File: src/rtl/mux_pkg.sv
// -----------------------------------------------------------------------------
// mux_pkg
//   Shared definitions for the arb_mux block and its round-robin arbiter.
//   - MODE_FIXED / MODE_RR : values of the arb_mux 'mode' input
//   - clog2_min1()         : index width helper that never returns 0, so a
//                            2-input mux still gets a 1-bit select
// -----------------------------------------------------------------------------
package mux_pkg;

  localparam logic MODE_FIXED = 1'b0;
  localparam logic MODE_RR    = 1'b1;

  function automatic int clog2_min1(input int n);
    return (n <= 2) ? 1 : $clog2(n);
  endfunction

endpackage

File: src/rtl/rr_arbiter.sv
// -----------------------------------------------------------------------------
// rr_arbiter
//   Purely combinational round-robin grant selection. Returns the lowest
//   channel index >= i_ptr whose valid bit is set, wrapping to 0..i_ptr-1.
//
//   Ports
//     i_valid     [NUM_IN-1:0]  per-channel request
//     i_ptr       [SEL_W-1:0]   highest-priority channel this cycle
//     o_grant     [SEL_W-1:0]   granted channel (0 when nothing is valid)
//     o_any_valid               at least one request present
// -----------------------------------------------------------------------------
module rr_arbiter
  import mux_pkg::*;
#(
  parameter  int NUM_IN = 4,
  localparam int SEL_W  = clog2_min1(NUM_IN)
) (
  input  logic [NUM_IN-1:0] i_valid,
  input  logic [SEL_W-1:0]  i_ptr,
  output logic [SEL_W-1:0]  o_grant,
  output logic              o_any_valid
);

  // Two copies of the request vector side by side: scanning upward from i_ptr
  // over 2*NUM_IN bits visits ptr..N-1 and then wraps to 0..ptr-1 with a plain
  // priority scan, no modular index arithmetic inside the loop condition.
  logic [2*NUM_IN-1:0] w_double;

  assign w_double    = {i_valid, i_valid};
  assign o_any_valid = |i_valid;

  always_comb begin
    logic found;
    // NOTE: every output of a combinational block gets a default before any
    // conditional assignment; a path that leaves it unassigned infers a latch.
    o_grant = '0;
    found   = 1'b0;
    for (int j = 0; j < 2*NUM_IN; j++) begin
      if (!found && w_double[j] && (j >= int'(i_ptr))) begin
        found   = 1'b1;
        o_grant = (j >= NUM_IN) ? SEL_W'(j - NUM_IN) : SEL_W'(j);
      end
    end
  end

endmodule

File: src/rtl/arb_mux.sv
// -----------------------------------------------------------------------------
// arb_mux
//   N-input, W-bit multiplexer with a single registered output stage and a
//   valid/ready handshake on every input and on the output. The source is
//   either picked by 'sel' (FIXED) or by fair round-robin among requesters (RR).
//
//   Ports
//     clk, rst_n                clock, asynchronous active-low reset
//     mode                      MODE_FIXED (use sel) / MODE_RR (round-robin)
//     sel        [SEL_W-1:0]    channel index used in FIXED mode
//     in_valid   [NUM_IN-1:0]   per-channel data valid
//     in_data    [NUM_IN*WIDTH-1:0]  channel i at [i*WIDTH +: WIDTH]
//     in_ready   [NUM_IN-1:0]   per-channel accept (combinational)
//     out_valid                 output register holds data
//     out_data   [WIDTH-1:0]    registered data
//     out_src    [SEL_W-1:0]    channel that supplied out_data
//     out_ready                 consumer accepts out_data
// -----------------------------------------------------------------------------
module arb_mux
  import mux_pkg::*;
#(
  parameter  int WIDTH  = 32,
  parameter  int NUM_IN = 4,
  localparam int SEL_W  = clog2_min1(NUM_IN)
) (
  input  logic                    clk,
  input  logic                    rst_n,
  input  logic                    mode,
  input  logic [SEL_W-1:0]        sel,
  input  logic [NUM_IN-1:0]       in_valid,
  input  logic [NUM_IN*WIDTH-1:0] in_data,
  output logic [NUM_IN-1:0]       in_ready,
  output logic                    out_valid,
  output logic [WIDTH-1:0]        out_data,
  output logic [SEL_W-1:0]        out_src,
  input  logic                    out_ready
);

  logic              r_out_valid;
  logic [WIDTH-1:0]  r_out_data;
  logic [SEL_W-1:0]  r_out_src;
  logic [SEL_W-1:0]  r_ptr;

  logic              w_load_en;
  logic [SEL_W-1:0]  w_rr_grant;
  logic              w_rr_any;
  logic [SEL_W-1:0]  w_grant;
  logic [NUM_IN-1:0] w_in_ready;
  logic              w_transfer;
  logic [WIDTH-1:0]  w_sel_data;

  // The register may take a new word when it is empty or being drained this
  // cycle, which gives full throughput with out_ready held high.
  assign w_load_en = !r_out_valid || out_ready;

  rr_arbiter #(
    .NUM_IN (NUM_IN)
  ) u_rr_arbiter (
    .i_valid     (in_valid),
    .i_ptr       (r_ptr),
    .o_grant     (w_rr_grant),
    .o_any_valid (w_rr_any)
  );

  // Grant and in_ready decode. An out-of-range sel in FIXED mode leaves every
  // in_ready bit low, so nothing is accepted.
  always_comb begin
    w_in_ready = '0;
    w_grant    = '0;
    if (mode == MODE_FIXED) begin
      w_grant = sel;
      if (int'(sel) < NUM_IN) begin
        w_in_ready[sel] = w_load_en;
      end
    end else begin
      w_grant                = w_rr_grant;
      w_in_ready[w_rr_grant] = w_load_en && w_rr_any;
    end
  end

  assign in_ready   = w_in_ready;
  assign w_transfer = |(in_valid & w_in_ready);

  always_comb begin
    w_sel_data = '0;
    for (int i = 0; i < NUM_IN; i++) begin
      if (w_grant == SEL_W'(i)) begin
        w_sel_data = in_data[i*WIDTH +: WIDTH];
      end
    end
  end

  // NOTE: state is written with non-blocking assignments so every register
  // samples pre-edge values, regardless of statement order or block count.
  always_ff @(posedge clk or negedge rst_n) begin
    if (!rst_n) begin
      r_out_valid <= 1'b0;
      r_out_data  <= '0;
      r_out_src   <= '0;
      r_ptr       <= '0;
    end else begin
      if (w_transfer) begin
        r_out_valid <= 1'b1;
        r_out_data  <= w_sel_data;
        r_out_src   <= w_grant;
        if (mode == MODE_RR) begin
          r_ptr <= (int'(w_grant) == NUM_IN - 1) ? '0 : w_grant + SEL_W'(1);
        end
      end else if (out_ready) begin
        // Drained with nothing to replace it; data and source hold.
        r_out_valid <= 1'b0;
      end
    end
  end

  assign out_valid = r_out_valid;
  assign out_data  = r_out_data;
  assign out_src   = r_out_src;

endmodule

File: config.mk
export PLATFORM = sky130hd
export DESIGN_NAME = arb_mux
export DESIGN_NICKNAME = d
export VERILOG_FILES = /design/src/rtl/mux_pkg.sv /design/src/rtl/rr_arbiter.sv /design/src/rtl/arb_mux.sv
export SDC_FILE = /design/constraint.sdc
export NUM_CORES = 1
export LEC_CHECK = 0
export ABC_CLOCK_PERIOD_IN_PS = 3800
export BUFFER_PORTS_ARGS = -buffer_cell sky130_fd_sc_hd__buf_2
export CAP_MARGIN = 20
export CORE_MARGIN = 2
export CORE_UTILIZATION = 40
export CTS_CLUSTER_DIAMETER = 100
export DETAILED_ROUTE_END_ITERATION = 10
export PLACE_DENSITY = 0.83
export REMOVE_ABC_BUFFERS = 1
export SLEW_MARGIN = 20
export SYNTH_ARGS = -nofsm -noshare
export SYNTH_HDL_FRONTEND = slang
export SYNTH_SLANG_ARGS = --single-unit
File: constraint.sdc
create_clock -name clk -period 3.8 [get_ports clk]
set_clock_uncertainty 0.1 [all_clocks]
set_input_delay 0.38 -clock clk [delete_from_list [all_inputs] [get_ports clk]]
set_output_delay 0.38 -clock clk [all_outputs]
set_load 0.02 [all_outputs]
==> summary.txt <==
Synthesis
  • Post-synthesis instance total: ~330
  • #FFs+latches synth: 37
  • Distinct cells, synth: 35
  • Async S/R FF share, synth: between 90% and 100%
  • Syn Area/Cell: 8.72 µm²
  • YS warnings: 0
  • Seq/Total Area, Yosys: 31.8%
  • Most used DFF post-synth: dfrtp_1
  • Number of flops mapped to enable cells by yosys: 0
  • Synth Cell Area: 2910 µm²

Clock network
  • Worst-Skew Late Latency: about 0.27 ns
  • Setup Fix Bufs, Post-CTS: 0
  • Post-CTS Resized: 0
  • CTS tree: yes
  • Root buffer selected by CTS: clkbuf_8
  • CTS Hold Bufs: 0
  • Max Root-Sink Buffers: 2
  • H-tree depth: 2
  • Num Clock Sinks: 37
  • CTS buffer count: 5
  • CTS clock-pin slew for the worst setup and hold paths: 0.08 ns

Timing
  • Achievable Freq: between 300 and 400 MHz
  • Final critical-path required period: 3.19 ns
  • WHS: 0.103 ns
  • Final period util: 83.9%
  • Fin. max-slew vios: 0
  • Worst slew pin tran: 0.848 ns
  • Final Setup Violations: 0
  • Final count of hold timing violations: 0
  • Fin Setup TNS: 0 ns
  • Unrepaired setup endpoints after global routing: no
  • Worst slew margin: 43.5%

Routing
  • DR DRC count: 0
  • Per-cell routed wire length: 14.4 µm
  • Drt pass-1 iters: 4
  • Antenna Nets Post-Route: 0
  • Via count: 3,085
  • Vias/cell: about 5.2
  • Total wire length: 8520 µm
  • 1st-iter DRT viols: 88

Power
  • Pwr Density: 540 nW/µm²
  • Worst VDD drop: 0.228 mV
  • LEAKAGE: 2.13 nW
  • Total power draw: 2.14 mW

Critical path
  • WP data required: 3.86 ns
  • CP peak stage delay: 0.60 ns
  • Largest delay share family, worst path: compound AO/OA/AOI/OAI gates
  • Critical Path Fanout Max: 38
  • CP startpoint kind: register
  • CP Class: register to register
  • Critical path's slowest cell: o41ai_1
  • Bufs and invs on worst path: 1
  • Worst EP arrival: between 3 and 4 ns
  • Crit path cell chain: mux2i_1 -> and2_1 -> o41ai_1 -> ha_2 -> buf_4 -> o21ai_0 -> a22o_1 -> mux2_4
  • CP Capture Type: register

GRT
  • Met2 Use GR: approximately two fifths
  • First-pass GRT wire length: 12,900 µm
  • Pin count of the biggest net entering global routing: 40
  • Number of global-route vias before repair: 2,952
  • Antenna violations before repair: 0
  • Grt ovf: 0
  • Met1 Use GR: 22.9%
  • Total GRT Usage: 20.5%
  • Routing usage on met3: roughly 4%
  • Busiest grt layer: met2

Finish
  • Layout Nets: 635
  • Layout cells sized above 1: approximately 46%
  • Most frequent cells in the layout: buf_2 (176), a21oi_1 (61), nand2_1 (37), dfrtp_1 (37), inv_1 (32)
  • Fill count: 685
  • Most common cell after layout, fill and taps aside: buf_2
  • Final instance area: 3960 µm²
  • N_diodes: 0
  • Final core utilization: approximately 56%
  • Area Overhead vs Synth: 36.0%

Placement
  • RD Place Congestion: 0.865
  • Instance area after placement: 3840 µm²
  • HPWL Detailed: about 6500 µm
  • IO buf count: 176

Floorplan
  • Die Width: roughly 89 µm
  • # rows: 31
  • Die Ht: 89.3 µm
  • Total die area: 7980 µm²
  • Core footprint: between 7000 and 8000 µm²
  • Boundary Pins: approximately 180
  • Starting Density: 40.8%

Run status
  • Outcome: finished clean

Run
  • Maxcap violations: 0

Min path
  • Hold Crit Class: input pin to async pin
==> report_power, final <==
group | total, mW | switching (mW) | internal, mW
sequential | 0.648 | 0.0976 | 0.551
combinational | 1.14 | 0.602 | 0.536
clock | 0.351 | 0.137 | 0.214
==> sequential cells by signal (all words and copies together) (netlist names) <==
register	count
out_src	2
out_data	32
out_valid	1
r_ptr	2
==> worst paths after layout <==
check | startpoint | to | slack (ns) | cells after the start
min | rst_n | out_src[1] | 0.10 | 1
max in group asynchronous | rst_n | out_data[16] | 2.96 | 1
max reg2reg | r_ptr[1] | out_data[7] | 0.61 | 8
min in group clk | in_data[120] | out_data[24] | 0.33 | 4
max | r_ptr[1] | out_data[7] | 0.61 | 8
min reg2reg | out_data[4] | out_data[4] | 0.40 | 1
==> final cells by class <==
type	count	area (µm²)	area share, %
multi-input combinational	237	1740	43.9
tap	99	124	3.13
sequential	37	926	23.4
timing repair buffer	180	936	23.6
clock buffer	7	86.3	2.18
inverter	32	120	3.03
clock inverter	1	30.0	0.758
==> cell families (layout without fill, tap and decap cells) <==
kind of cell,count (synthesis),after routing,synth area share (%)
AO/OA/AOI/OAI,137,137,29.2
buffers and inverters,60,220,8.76
AND/OR/NAND/NOR,59,59,10.1
multiplexers,37,37,18.5
flip-flops,37,37,31.8
adder cells (fa/ha/maj),4,4,1.72
==> per-layer routing <==
metal / wire length, µm / vias up
met3: 559 / 16
li1: - / 1514
met4: 148 / 0
met1: 3370 / 1423
met5: 0 / -
met2: 4440 / 132
==> cells in the mapped netlist (all sizes together), types with 2 or more instances <==
cell | number | share of area, %
a21oi | 61 | 10
a221oi | 3 | 0.90
a22o | 29 | 8.7
a32o | 2 | 0.69
buf | 6 | 1.8
clkbuf | 22 | 2.8
dfrtp | 37 | 32
ha | 4 | 1.7
inv | 32 | 4.1
mux2 | 34 | 17
mux2i | 2 | 0.69
nand2 | 38 | 5.2
nand2b | 4 | 0.86
nand3 | 3 | 1.1
nor2 | 3 | 0.39
nor2b | 5 | 1.1
nor3b | 2 | 0.52
o21ai | 31 | 5.3
o31ai | 5 | 1.3
==> through the flow <==
step	setup WS [ns]	instances
after floorplan	0.468	306
after global placement	0.692	585
after detailed placement	0.550	585
after CTS	0.584	593
after global routing	0.288	593
final	0.610	593
(Power assumes the default switching activity.)
